### src/rtl/vga_pkg.sv
// Shared 800x600 raster timing constants for the timing generator and the shape renderers.
// Latency: none (constants only).
// Backpressure: none.
package vga_pkg;

    localparam int COORD_W = 11;

    localparam int H_TOTAL   = 1040;
    localparam int H_SYNC    = 120;
    localparam int H_VIS_MIN = 215;
    localparam int H_VIS_MAX = 1015;

    localparam int V_TOTAL   = 666;
    localparam int V_SYNC    = 6;
    localparam int V_VIS_MIN = 26;
    localparam int V_VIS_MAX = 626;

    localparam logic SYNC_ACTIVE = 1'b0;
    localparam int   PIX_DIV     = 1;

endpackage

### src/rtl/vga_pix_prescaler.sv
// Pixel-enable prescaler: divides clk by PIX_DIV.
// Latency: tick is combinational; pix_en is tick registered, first pulse PIX_DIV clks after reset.
// Backpressure: none, free-running.
module vga_pix_prescaler #(
    parameter int PIX_DIV = 1
) (
    input  logic clk,
    input  logic rst,
    output logic tick,
    output logic pix_en
);

    localparam int DIV_W = (PIX_DIV > 1) ? $clog2(PIX_DIV) : 1;
    localparam logic [DIV_W-1:0] DIV_LAST = DIV_W'(PIX_DIV - 1);

    logic [DIV_W-1:0] div_cnt;

    // tick marks the edge at which the raster counters advance
    assign tick = (div_cnt == DIV_LAST);

    always_ff @(posedge clk) begin
        if (rst) begin
            div_cnt <= '0;
            pix_en  <= 1'b0;
        end else begin
            pix_en  <= tick;
            div_cnt <= tick ? '0 : div_cnt + 1'b1;
        end
    end

endmodule

### src/rtl/vga_timing_gen.sv
// Raster timing generator: hc/vc counters, sync/vidon decode, line/frame strobes, frame counter.
// Latency: all outputs registered from next hc/vc, so sync/vidon align with the hc/vc they describe.
// Backpressure: none; counters advance on every pixel enable.
module vga_timing_gen
    import vga_pkg::*;
#(
    parameter int   H_TOTAL     = vga_pkg::H_TOTAL,
    parameter int   H_SYNC      = vga_pkg::H_SYNC,
    parameter int   H_VIS_MIN   = vga_pkg::H_VIS_MIN,
    parameter int   H_VIS_MAX   = vga_pkg::H_VIS_MAX,
    parameter int   V_TOTAL     = vga_pkg::V_TOTAL,
    parameter int   V_SYNC      = vga_pkg::V_SYNC,
    parameter int   V_VIS_MIN   = vga_pkg::V_VIS_MIN,
    parameter int   V_VIS_MAX   = vga_pkg::V_VIS_MAX,
    parameter logic SYNC_ACTIVE = vga_pkg::SYNC_ACTIVE,
    parameter int   PIX_DIV     = vga_pkg::PIX_DIV
) (
    input  logic               clk,
    input  logic               rst,
    output logic [COORD_W-1:0] hc,
    output logic [COORD_W-1:0] vc,
    output logic               vidon,
    output logic               hsync,
    output logic               vsync,
    output logic               pix_en,
    output logic               line_start,
    output logic               frame_start,
    output logic [7:0]         frame_cnt
);

    generate
        if (H_TOTAL > 2047 || V_TOTAL > 2047) begin : g_bad_total
            $error("vga_timing_gen: H_TOTAL/V_TOTAL exceed 11-bit counters");
        end
        if (H_VIS_MAX > H_TOTAL) begin : g_bad_hvis
            $error("vga_timing_gen: H_VIS_MAX beyond H_TOTAL");
        end
        if (PIX_DIV < 1) begin : g_bad_div
            $error("vga_timing_gen: PIX_DIV must be at least 1");
        end
    endgenerate

    localparam logic [COORD_W-1:0] H_LAST = COORD_W'(H_TOTAL - 1);
    localparam logic [COORD_W-1:0] V_LAST = COORD_W'(V_TOTAL - 1);
    localparam logic [COORD_W-1:0] H_SW   = COORD_W'(H_SYNC);
    localparam logic [COORD_W-1:0] V_SW   = COORD_W'(V_SYNC);
    localparam logic [COORD_W-1:0] H_VLO  = COORD_W'(H_VIS_MIN);
    localparam logic [COORD_W-1:0] H_VHI  = COORD_W'(H_VIS_MAX);
    localparam logic [COORD_W-1:0] V_VLO  = COORD_W'(V_VIS_MIN);
    localparam logic [COORD_W-1:0] V_VHI  = COORD_W'(V_VIS_MAX);

    logic               tick;
    logic               line_wrap;
    logic               frame_wrap;
    logic [COORD_W-1:0] hc_n;
    logic [COORD_W-1:0] vc_n;
    logic               hsync_n;
    logic               vsync_n;
    logic               vidon_n;

    vga_pix_prescaler #(
        .PIX_DIV (PIX_DIV)
    ) u_prescaler (
        .clk    (clk),
        .rst    (rst),
        .tick   (tick),
        .pix_en (pix_en)
    );

    assign line_wrap  = (hc == H_LAST);
    assign frame_wrap = line_wrap && (vc == V_LAST);

    always_comb begin
        hc_n = hc + 1'b1;
        vc_n = vc;
        if (line_wrap) begin
            hc_n = '0;
            vc_n = (vc == V_LAST) ? '0 : vc + 1'b1;
        end
        // decode the position the counters are about to hold
        hsync_n = (hc_n < H_SW) ? SYNC_ACTIVE : ~SYNC_ACTIVE;
        vsync_n = (vc_n < V_SW) ? SYNC_ACTIVE : ~SYNC_ACTIVE;
        vidon_n = (hc_n >= H_VLO) && (hc_n < H_VHI) && (vc_n >= V_VLO) && (vc_n < V_VHI);
    end

    always_ff @(posedge clk) begin
        if (rst) begin
            hc          <= '0;
            vc          <= '0;
            hsync       <= SYNC_ACTIVE;
            vsync       <= SYNC_ACTIVE;
            vidon       <= 1'b0;
            line_start  <= 1'b0;
            frame_start <= 1'b0;
            frame_cnt   <= '0;
        end else begin
            line_start  <= tick && line_wrap;
            frame_start <= tick && frame_wrap;
            if (tick) begin
                hc    <= hc_n;
                vc    <= vc_n;
                hsync <= hsync_n;
                vsync <= vsync_n;
                vidon <= vidon_n;
                if (frame_wrap) begin
                    frame_cnt <= frame_cnt + 8'd1;
                end
            end
        end
    end

endmodule

### config.mk
export PLATFORM = sky130hd
export DESIGN_NAME = vga_timing_gen
export DESIGN_NICKNAME = d
export VERILOG_FILES = /design/src/rtl/vga_pkg.sv /design/src/rtl/vga_pix_prescaler.sv /design/src/rtl/vga_timing_gen.sv
export SDC_FILE = /design/constraint.sdc
export NUM_CORES = 1
export LEC_CHECK = 0
export CORE_MARGIN = 5
export CORE_UTILIZATION = 58
export CTS_CLUSTER_SIZE = 40
export DETAILED_ROUTE_END_ITERATION = 12
export GPL_TIMING_DRIVEN = 0
export PLACE_DENSITY = 0.92
export SLEW_MARGIN = 40
export SYNTH_ARGS = -nofsm -noshare
export SYNTH_HDL_FRONTEND = slang
export SYNTH_SLANG_ARGS = --single-unit
### constraint.sdc
create_clock -name clk -period 3.8 [get_ports clk]
set_input_delay 1.14 -clock clk [delete_from_list [all_inputs] [get_ports clk]]
set_output_delay 1.14 -clock clk [all_outputs]
set_load 0.02 [all_outputs]
Yosys cells after proc, flatten, opt, wreduce, memory -nomap -nowiden. Index checks and enable logic that the tools add are counted.

Bits in registers: 37. Input bits: 2. Word-level logic and storage cells: 36.

Add/sub/neg operators: 4. $lt $le $gt $ge: 6. Equality and inequality tests: 2. Muxes and demuxes: 5. Bitwise gates (word level): 1. Reductions and logical operators: 8.

Operators with widths (count): 11-bit two-way mux (3); 11-bit by 1-bit adder with 11-bit output (second input constant) (2); 11-bit by 10-bit < comparator with 1-bit output (second input constant) (2); 11-bit by 10-bit equality test with 1-bit output (second input constant) (1); 11-bit equality test (second input constant) (1); 11-bit by 5-bit greater-or-equal comparator with 1-bit output (second input constant) (1); 11-bit by 8-bit greater-or-equal comparator with 1-bit output (second input constant) (1); 11-bit by 3-bit < comparator with 1-bit output (second input constant) (1); 11-bit by 7-bit < comparator with 1-bit output (second input constant) (1); 8-bit by 1-bit adder with 8-bit output (second input constant) (1); 1-bit logical AND (6); 1-bit two-way mux (2); 2-bit AND reduction (1); 2-bit OR reduction (1); 1-bit adder (second input constant) (1); 1-bit inverter (1).

Depth between registers and ports, before layout. Gate-level depths: netlist (run 1).

Depth after elaboration: 6. Mapped depth: 10.

Modules after synthesis. A second synthesis (run 1) with hierarchy kept.

Cell total of the unflattened synthesis: 303. Area, all modules: 2424.8 um^2.

By module, submodules not included: vga_timing_gen (times used 1, cells an instance 298, area each 2373.5 um^2, seq. area each 700.7 um^2); vga_pix_prescaler (times used 1, cells an instance 5, area each 51.3 um^2, seq. area each 40.0 um^2).

Worst setup path before layout (run 1). Ideal clock, no wire load.

Path kind: reg-to-reg. Start: register hc[1]. End: register vidon. Setup time: 0.096 ns. Arrival: 2.404 ns. Required time: 3.704 ns. Path slack: 1.301 ns. Stages on the path, launching flop included: 10. Cell sequence: dfxtp_1 ha_1 buf_2 and4b_1 clkbuf_1 nand4_1 or3_1 a21oi_1 nor4b_1 o41ai_2.

Longest elaborated chain between the ends: 6.

RTL lines: from (decl) (RTL line vga_timing_gen.sv:20) `output logic [COORD_W-1:0] hc,`; from (signal assigned) (RTL line vga_timing_gen.sv:100) `hc <= hc_n;`; 11-bit by 1-bit adder with 11-bit output / 11-bit equality test (equally long branches) (RTL line vga_timing_gen.sv:74, vga_timing_gen.sv:70); 11-bit two-way mux (RTL line vga_timing_gen.sv:76) `if (line_wrap) begin`; 11-bit by 8-bit greater-or-equal comparator with 1-bit output / 11-bit by 10-bit < comparator with 1-bit output (equally long branches) (RTL line vga_timing_gen.sv:83) `vidon_n = (hc_n >= H_VLO) && (hc_n < H_VHI) && (vc_n >= V_VLO) && (vc_n < V_VHI);`; 1-bit logical AND (2 in a row) (RTL line vga_timing_gen.sv:83); 1-bit logical AND * (RTL line vga_timing_gen.sv:83); to (signal assigned) (RTL line vga_timing_gen.sv:104) `vidon <= vidon_n;`; to (decl) (RTL line vga_timing_gen.sv:22) `output logic vidon,`.

Mark *: on every way between the ends. The rest lies on a longest branch, timed or not. A chain may end at the register's enable or synchronous reset.

Worst setup path after layout (run 1). Ends and elaborated chain as after synthesis.

==> impl_metrics.csv, run 1 <==
group,metric,value,unit
status,status,"finished clean",
setup_path,crit_buf_inv,3,
min_path,hold_depth,1,
synthesis,synth_top_family_by_area,"simple AND/OR/NAND/NOR gates",
timing,period_needed,2.92,ns
layout,finalNetCount,355,
timing,rsz0062_at_grt,"false",
drt,ant_nets,0,
clock_tree,clock_sinks,37,
synthesis,ys.flop_type,"dfxtp_1",
setup_path,cp_top_family,"simple AND/OR/NAND/NOR gates",
die,coreArea,0.00400,mm2
clock_tree,root_buffer,"clkbuf_8",
die,die_h,74.0,um
place,dp_hpwl,4.67,mm
grt,busiest_layer,"met2",
setup_path,crit_path_max_incr_delay,0.49,ns
setup_path,cp_slowest_cell,"dfxtp_1",
grt,antenna_found_initial,0,
job,drv_cap,0,
grt,met1_usage,0.334,
layout,stdcell_count,398,
synthesis,async_flop_share,0,
setup_path,r2r_cells,10,
timing,fin_skew,0.00576,ns
min_path,hp-class,"reg -> reg",
die,start_util,0.595,
layout,area_growth,21.4,%
synthesis,yosysWarnings,0,
drt,vias_per_cell,6.10,
pwr,power.static_leakage,0.000960,uW
grt,use_met3,0.0514,
drt,wire_per_inst,16.6,um
setup_path,path_cells,"ha_1, buf_2, and4b_1, clkbuf_1, nand3_1, clkbuf_1, nor2_2, a21oi_1, nor4b_1, o41ai_2",
layout,antenna_cells,0,
clock_tree,post_cts_buffers,0,
setup_path,crit_type,"reg -> reg",
setup_path,cp.depth,10,
timing,tightest_slew,0.662,ns
synthesis,synth.ff_latch_count,37,
grt,met2_usage,0.406,
timing,setup_violations,0,
die,design.die.area,0.00548,mm2
setup_path,worst-endpoint-arrival,3.09,ns
grt,grt_pass1_vias,2258,
setup_path,startpoint_type,"flop",
synthesis,synth.avg_cell_area,7.80,um2
clock_tree,path_clk_slew,0.07,ns
synthesis,synthAdderAreaFrac,0.0263,
synthesis,synth.net_count,312,
timing,finalCritPeriodShare,0.767,
synthesis,ys_seq_area_frac,0.311,
layout,fillCellCount,333,
synthesis,ys_types,57,
grt,track_usage,0.254,
grt,grt_pass1_wl,10.8,mm
drt,drcViolationCount,0,
synthesis,synth_simple_gate_area_share,0.360,
setup_path,cpMostUsedCell,"clkbuf_1",
timing,tns,0,ns
place,place.gp.congestion,0.912,
drt,vias,2428,
pwr,ir_drop,0.205,mV
place,io_buffer_count,36,
die,die_x,74.0,um
synthesis,synth-edff-count,0,
clock_tree,cts.htree.levels,2,
die,io_pins,38,
clock_tree,cts_buffers,5,
clock_tree,cts_tree,"done",
grt,grt_overflow,0,
pwr,power_density,256,mW/mm2
timing,maxSlewViolCount,0,
clock_tree,clockBufferDepth,2,
timing,finalHoldViolations,0,
clock_tree,ctsHoldBuffers,0,
drt,drt_iter0_markers,211,
drt,drt_pass1_iterations,4,
synthesis,synth_cells,305,
synthesis,muxShareOfSynthArea,0.0126,
setup_path,cp_max_fo,10,
synthesis,synth-xor-area-share,0.0957,
layout,drive_gt1_frac,0.0747,
clock_tree,insertion_delay,0.29,ns
synthesis,synth_compound_area_frac,0.134,
clock_tree,cts_resized,0,
setup_path,worstPathRequired,3.98,ns
grt,grt_max_degree,11,
setup_path,cp-end-kind,"flop",
synthesis,netlist_area,0.00238,mm2
timing,max_freq,343,MHz
die,num_rows,23,
timing,slew_headroom,0.555,
place,placed_cells,391,
drt,drt_wl_total,6.62,mm
==> layer usage <==
metal / wire [um] / vias up / part of all wire
met1: 2890 / 1152 / 0.44
li1: - / 1168 / -
met2: 3110 / 87 / 0.47
met4: 174 / 0 / 0.026
met5: 0 / - / 0
met3: 446 / 21 / 0.067
==> stage by stage <==
stage	power (uW)	cell area, um2	setup WS (ns)	hold slack, ns	util
final	740	2890	0.885	0.441	0.722
after global routing	765	2890	0.595	0.470	0.722
after CTS	741	2890	0.947	0.444	0.722
after detailed placement	466	2800	0.970	0.433	0.700
after global placement	464	2800	1.04	0.418	0.700
after floorplan	443	2380	1.30	0.402	-
==> kinds of logic after synthesis <==
kind of cell	Yosys count
AO/OA/AOI/OAI	49
XOR/XNOR	26
adder cells (fa/ha/maj)	5
buffers and inverters	31
flip-flops	37
multiplexers	3
other	1
AND/OR/NAND/NOR	153
==> flip-flops by register name (all words and copies together) (netlist names) <==
name	cells
hc	11
vc	11
frame_cnt	8
frame_start	1
hsync	1
line_start	1
u_prescaler.div_cnt	1
u_prescaler.pix_en	1
vidon	1
vsync	1
==> power breakdown <==
part / internal (uW) / switching (uW) / total, uW
logic: 20.3 / 37.4 / 57.7
registers: 393 / 6.73 / 400
clock network: 144 / 138 / 282
==> cell type report <==
cell class | count | area [um2] | area share
tap | 50 | 62.6 | 0.0217
multi-input combinational | 237 | 1500 | 0.519
inverter | 5 | 18.8 | 0.00650
timing repair buffer | 36 | 360 | 0.125
sequential | 37 | 741 | 0.256
buffer | 26 | 120 | 0.0416
clock buffer | 7 | 86.3 | 0.0299
==> final timing paths <==
| path | startpoint | to | slack, ns |
|---|---|---|---|
| worst max-delay path | hc[1] | vidon | 0.88 |
| worst min-delay path | u_prescaler.div_cnt | u_prescaler.pix_en | 0.44 |
| worst max register to register | hc[1] | vidon | 0.88 |
| worst min register to register | u_prescaler.div_cnt | u_prescaler.pix_en | 0.44 |
==> cell usage in the layout, fill, tap and decap left out, types with 4 or more instances in the layout <==
master,count
xnor2_1,16
nor3_1,15
nand2_1,17
and3_1,6
a21oi_1,17
nor2b_1,4
o21ai_0,10
nor4_1,7
nor2_1,46
nand4_1,9
inv_1,5
ha_1,5
dfxtp_1,37
clkbuf_1,20
xor2_1,10
clkdlybuf4s50_1,36
nand3_1,16
clkbuf_8,6
==> synthesized netlist by cell type, types with 4 or more instances <==
cell / number / area [um2]
and3_1: 6 / 37.5
a21oi_1: 17 / 85.1
nor2b_1: 4 / 25.0
nand3_1: 16 / 80.1
nand2_1: 17 / 63.8
xnor2_1: 16 / 140
nor3_1: 15 / 75.1
nand4_1: 9 / 56.3
inv_1: 5 / 18.8
nor2_1: 46 / 173
nor4_1: 7 / 43.8
clkbuf_1: 19 / 71.3
o21ai_0: 10 / 50.1
dfxtp_1: 37 / 741
xor2_1: 10 / 87.6
ha_1: 5 / 62.6
(Power assumes the default switching activity.)
==> inputs of run 2 (changes only) <==
CORE_UTILIZATION = 54   (was 58)
PLACE_DENSITY = 0.87   (was 0.92)
clock period = 2.9 ns   (was 3.8 ns; I/O delays follow)
==> run 2 against run 1 <==
  * Register-to-register slack got worse by 0.79 ns
  * Count of clock-buffer cells in the layout unchanged
  * First-iteration DRC count decreased by 9.5%
  * Sequential share of layout area decreased by 0.34 points
  * Flip-flop and latch count unchanged
  * Highest routed layer unchanged
  * Fmax increased by 3.8%
  * Via count increased by 1.2%
  * Non-clock buffer count unchanged
  * Combinational power increased by 31%
  * Final cell count increased by 0.75%
  * Hold slack improved by 0.00097 ns
  * Power increased by 45%
==> impl_metrics.csv, run 2 (synthesis gave the netlist of run 1 again) <==
group,metric,value,unit
layout,final_cell_mix,"46 x nor2_1, 36 x dfxtp_1, 36 x clkdlybuf4s50_1",
layout,reg.largest.list,"hc (11), vc (11), frame_cnt (8)",
layout,multiInputGateArea,0.00151,mm2
clock_tree,cts_buffers,5,
pwr,ir_drop,0.315,mV
drt,drt_iter0_markers,191,
timing,period_needed,2.81,ns
clock_tree,cts.htree.levels,2,
grt,busiest_layer,"met2",
grt,grt_pass1_vias,2361,
grt,met2_usage,0.395,
grt,track_usage,0.231,
grt,use_met3,0.0437,
job,drv_cap,0,
timing,max_freq,356,MHz
grt,antenna_found_initial,0,
place,place.gp.congestion,0.978,
place,io_buffer_count,36,
drt,ant_nets,0,
setup_path,cp-end-kind,"flop",
timing,setup_violations,0,
drt,wire_per_inst,17.1,um
grt,grt_overflow,0,
die,start_util,0.550,
clock_tree,clock_sinks,37,
clock_tree,path_clk_slew,0.08,ns
timing,tightest_slew,0.592,ns
layout,drive_gt1_frac,0.0860,
clock_tree,root_buffer,"clkbuf_8",
clock_tree,cts_tree,"done",
min_path,hp-class,"reg -> reg",
setup_path,cp_max_fo,10,
clock_tree,insertion_delay,0.30,ns
die,die_h,76.4,um
grt,met1_usage,0.280,
place,dp_hpwl,4.81,mm
drt,drt_pass1_iterations,5,
timing,maxSlewViolCount,0,
timing,worst_slack,0.0915,ns
layout,layout_commonest_cell,"nor2_1",
drt,drcViolationCount,0,
timing,fin_skew,0.00982,ns
drt,vias_per_cell,6.12,
die,io_pins,38,
die,coreArea,0.00432,mm2
setup_path,crit_type,"reg -> reg",
die,num_rows,24,
place,post-place-ws,-0.0227,ns
layout,seqCellArea,742,um2
status,status,"finished clean",
layout,antenna_cells,0,
grt,grt_max_degree,12,
timing,slew_headroom,0.606,
die,design.die.area,0.00583,mm2
setup_path,worstPathRequired,3.10,ns
setup_path,worst-endpoint-arrival,3.01,ns
timing,rsz0062_at_grt,"false",
pwr,finalPower,1070,uW
setup_path,startpoint_type,"flop",
pwr,power_density,365,mW/mm2
layout,fillCellCount,400,
drt,vias,2456,
clock_tree,post_cts_buffers,0,
pwr,power.static_leakage,0.000977,uW
timing,finalCritPeriodShare,0.968,
layout,area_growth,23.3,%
die,die_x,76.4,um
layout,finalNetCount,355,
clock_tree,clockBufferDepth,2,
grt,grt_pass1_wl,11.2,mm
timing,finalHoldViolations,0,
drt,drt_wl_total,6.87,mm
[run 2: report_power, final]
part	switching (uW)	total, uW	internal (uW)
clock network	190	471	281
registers	9.26	525	516
logic	49.0	75.7	26.6
[run 2: critical path, cell delays in order, from the launching register on]
cell,delay [ns]
dfxtp_2,0.43
ha_1,0.18
buf_2,0.20
and4b_1,0.20
clkbuf_1,0.26
nand3_1,0.16
clkbuf_1,0.31
o21ai_0,0.25
nand2_1,0.11
a211o_1,0.31
o41ai_2,0.31
[run 2: layout make-up]
| cell class | count | area share |
|---|---|---|
| clock inverters | 1 | 0.0102 |
| multi-input cells | 237 | 0.515 |
| plain buffers | 26 | 0.0410 |
| clock buffers | 7 | 0.0294 |
| flip-flops and latches | 37 | 0.253 |
| well taps | 52 | 0.0222 |
| repair buffers | 36 | 0.123 |
| inverters | 5 | 0.00640 |
[run 2: metal layers]
layer | routed length, um | share of wire
met2 | 3350 | 0.49
met1 | 2890 | 0.42
met5 | 0 | 0
met4 | 148 | 0.022
met3 | 480 | 0.070
[run 2: worst paths after layout]
check / depth (start not counted) / slack (ns) / to / start
max: 10 / 0.09 / vidon / hc[1]
min: 1 / 0.44 / u_prescaler.pix_en / u_prescaler.div_cnt
max reg2reg: 10 / 0.09 / vidon / hc[1]
min reg2reg: 1 / 0.44 / u_prescaler.pix_en / u_prescaler.div_cnt
[run 2: timing repair]
item                       4_1_cts  5_1_grt
setup endpoints to repair        1        2
pin swaps                        0        1
hold buffers                     0        0
gates resized for setup          2        1
[run 2: through the flow]
| stage | utilization | setup TNS, ns | cell area (um2) | cells | hold slack, ns |
|---|---|---|---|---|---|
| 2_1_floorplan | - | 0 | 2380 | 305 | 0.402 |
| 3_3_place_gp | 0.648 | 0 | 2800 | 393 | 0.418 |
| 3_5_place_dp | 0.648 | -0.0227 | 2800 | 393 | 0.428 |
| 4_1_cts | 0.677 | 0 | 2930 | 401 | 0.440 |
| 5_1_grt | 0.678 | 0 | 2930 | 401 | 0.492 |
| 6_report | 0.678 | 0 | 2930 | 401 | 0.442 |
==> inputs of run 3 (changes only) <==
SYNTH_HIERARCHICAL = 1   (was default)
==> run 3 against run 2 <==
  * Clock power fell by 23%
  * Combinational power rose by 25%
  * Synthesized cell count fell by 0.66%
  * Sequential share of layout area fell by 0.34 points
  * Setup slack got worse by 0.010 ns
  * Clock skew fell by 0.0045 ns
  * Via count rose by 0.90%
  * Die area rose by 1.7%
  * Hold slack got worse by 0.024 ns
  * First-iteration DRC count rose by 69%
  * Non-clock buffer count rose by 2
  * Critical endpoint is now vidon
==> impl_metrics.csv, run 3 <==
group,metric,value,unit
synthesis,yosys.cell_count.top_type,"nor2_1",
layout,reg.largest.list,"hc (11), vc (11), frame_cnt (8)",
die,design.die.area,0.00593,mm2
setup_path,startpoint_type,"flop",
synthesis,yosysTopAreaCell,"dfxtp_1",
setup_path,r2r_cells,10,
clock_tree,insertion_delay,0.30,ns
grt,track_usage,0.217,
drt,ant_nets,0,
setup_path,path_cells,"ha_1, buf_2, and4b_2, and3_4, buf_6, nand2_2, o311a_1, and4_1, a2111o_1, o32ai_2",
place,dp_hpwl,4.67,mm
pwr,swShare,0.268,
pwr,combPwrFrac,0.095,
setup_path,r2r_slack,0.08,ns
timing,finalCritPeriodShare,0.972,
pwr,power_density,332,mW/mm2
synthesis,synth-edff-count,0,
synthesis,synth_common_cells,"46 x nor2_1, 37 x dfxtp_1, 22 x nand2_1, 16 x a21oi_1, 14 x nand3_1",
pwr,power.share.sequential,0.538,
drt,drt_pass1_iterations,5,
clock_tree,ctsHoldBuffers,0,
synthesis,synth_top_area_share,0.305,
synthesis,synth.net_count,310,
synthesis,synth_cells,303,
setup_path,cp_max_fo,10,
synthesis,netlist_top_cells_area,"dfxtp_1 31%, nor2_1 7.1%, xor2_1 4.3%",
synthesis,yosysWarnings,6,
synthesis,synth.avg_cell_area,8.00,um2
layout,final_cell_area,0.00298,mm2
drt,drcViolationCount,0,
drt,drt_wl_total,6.48,mm
clock_tree,path_clk_slew,0.07,ns
grt,grt_overflow,0,
die,die_h,77.0,um
clock_tree,cts_buffers,5,
layout,finalNetCount,356,
grt,grt_max_degree,13,
drt,vias,2478,
timing,fin_skew,0.00530,ns
layout,antenna_cells,0,
job,drv_cap,0,
layout,fillCellCount,368,
layout,layout_commonest_cell,"nor2_1",
clock_tree,cts.htree.levels,2,
synthesis,synth.ff_latch_count,37,
pwr,ir_drop,0.300,mV
layout,fin_util,0.684,
min_path,min_to,"u_prescaler/pix_en",
pwr,power.static_leakage,0.000981,uW
timing,setup_violations,0,
layout,area_growth,22.8,%
synthesis,netlist_area,0.00242,mm2
timing,period_needed,2.82,ns
pwr,p_clk_frac,0.366,
setup_path,cp_slowest_cell,"dfxtp_2",
timing,tightest_slew,0.594,ns
grt,grt_pass1_vias,2259,
layout,final_cell_mix,"46 x nor2_1, 37 x clkdlybuf4s50_1, 35 x dfxtp_1",
min_path,hold_depth,1,
clock_tree,root_buffer,"clkbuf_8",
synthesis,ys_types,63,
pwr,finalPower,989,uW
setup_path,cp-end-kind,"flop",
pwr,p_switching,265,uW
min_path,hp-class,"reg -> reg",
setup_path,worstPathRequired,3.10,ns
setup_path,r2r_start,"hc[0]",
die,num_rows,24,
timing,maxSlewViolCount,0,
die,die_x,77.0,um
setup_path,crit_type,"reg -> reg",
drt,wire_per_inst,16.1,um
die,start_util,0.557,
synthesis,async_flop_share,0,
place,io_buffer_count,37,
grt,antenna_found_initial,0,
status,status,"finished clean",
timing,slew_headroom,0.601,
synthesis,ys_seq_area_frac,0.305,
setup_path,crit_path_max_incr_delay,0.40,ns
setup_path,worst-endpoint-arrival,3.02,ns
die,io_pins,38,
pwr,p_int,724,uW
min_path,hp-start,"u_prescaler/div_cnt",
layout,drive_gt1_frac,0.109,
timing,finalHoldViolations,0,
clock_tree,clock_sinks,37,
die,coreArea,0.00435,mm2
drt,vias_per_cell,6.16,
place,place.gp.congestion,0.893,
timing,max_freq,355,MHz
grt,grt_pass1_wl,10.8,mm
place,dpl_cell_area,0.00286,mm2
synthesis,ys.flop_type,"dfxtp_1",
clock_tree,cts_tree,"done",
timing,tns,0,ns
drt,drt_iter0_markers,323,
setup_path,r2r-end,"vidon",
clock_tree,clockBufferDepth,2,
-- run 3: changes by cell type after synthesis, sizes merged, moves of 3 or more --
cell,previous run,this run
nor4,9,5
o32ai,0,3
clkbuf,19,11
xnor2,16,10
nor3b,0,3
nor3,17,10
nand2,17,23
and4,1,4
a211oi,3,9
or2,3,0
buf,7,13
a21o,0,3
-- run 3: area by class of cell --
cell class	count	area [um2]	area share
Timing Repair Buffer	39	385	0.129
Inverter	4	15.0	0.00504
Clock buffer	5	68.8	0.0231
Buffer	25	160	0.0538
Multi-Input combinational cell	237	1520	0.511
Sequential cell	37	743	0.250
Clock inverter	3	17.5	0.00588
Tap cell	52	65.1	0.0219
-- run 3: worst max path at each step --
stage / from / endpoint / slack [ns] / depth (start not counted)
global route: hc[0] / vidon / -0.00002 / 10
finish: hc[0] / vidon / 0.08 / 10
floorplan: hc[0] / vidon / 0.20 / 9
detailed placement: hc[1] / vidon / -0.01 / 10
global placement: hc[1] / vidon / 0.09 / 10
CTS: hc[1] / vidon / 0.08 / 10
-- run 3: metrics by stage --
step	instances	setup WS, ns	hold WS [ns]
floorplan	303	0.204	0.388
global placement	392	0.0874	0.407
detailed placement	392	-0.0115	0.412
CTS	400	0.0836	0.427
global route	402	-0.0000246	0.449
finish	402	0.0816	0.418
-- run 3: worst max-delay path, delay by kind of cell, from the launching register on --
family / cells / cell delay (ns)
AND/OR/NAND/NOR: 4 / 0.80
buffers and inverters: 2 / 0.34
flip-flops: 1 / 0.40
adder cells (fa/ha/maj): 1 / 0.16
AO/OA/AOI/OAI: 3 / 1.02
-- run 3: layer usage --
metal  vias up  part of all wire  GRT usage
met1      1159              0.46      0.298
met2       108              0.45      0.349
li1       1189                 -          -
met4         0             0.024     0.0670
met5         -                 0          0
met3        22             0.065     0.0328
-- run 3: kinds of logic after synthesis --
family / synth area share
buffers and inverters: 0.0712
AND/OR/NAND/NOR: 0.318
XOR/XNOR: 0.0795
AO/OA/AOI/OAI: 0.190
other: 0.00155
flip-flops: 0.305
multiplexers: 0.00826
adder cells (fa/ha/maj): 0.0258
-- run 3: power by group through the flow --
stage               combinational (uW)  clock, uW  sequential, uW
finish                            94.4        362             532
global route                       103        389             534
CTS                               94.0        365             532
detailed placement                93.7          0             544
global placement                  92.0          0             543
floorplan                         49.0          0             552
-- run 3: what timing repair did --
| action | in CTS | in global routing |
|---|---|---|
| setup buffers | 0 | 2 |
| endpoints found under the setup margin | 1 | 1 |
| resized for setup | 2 | 6 |
| pin swaps | 0 | 1 |
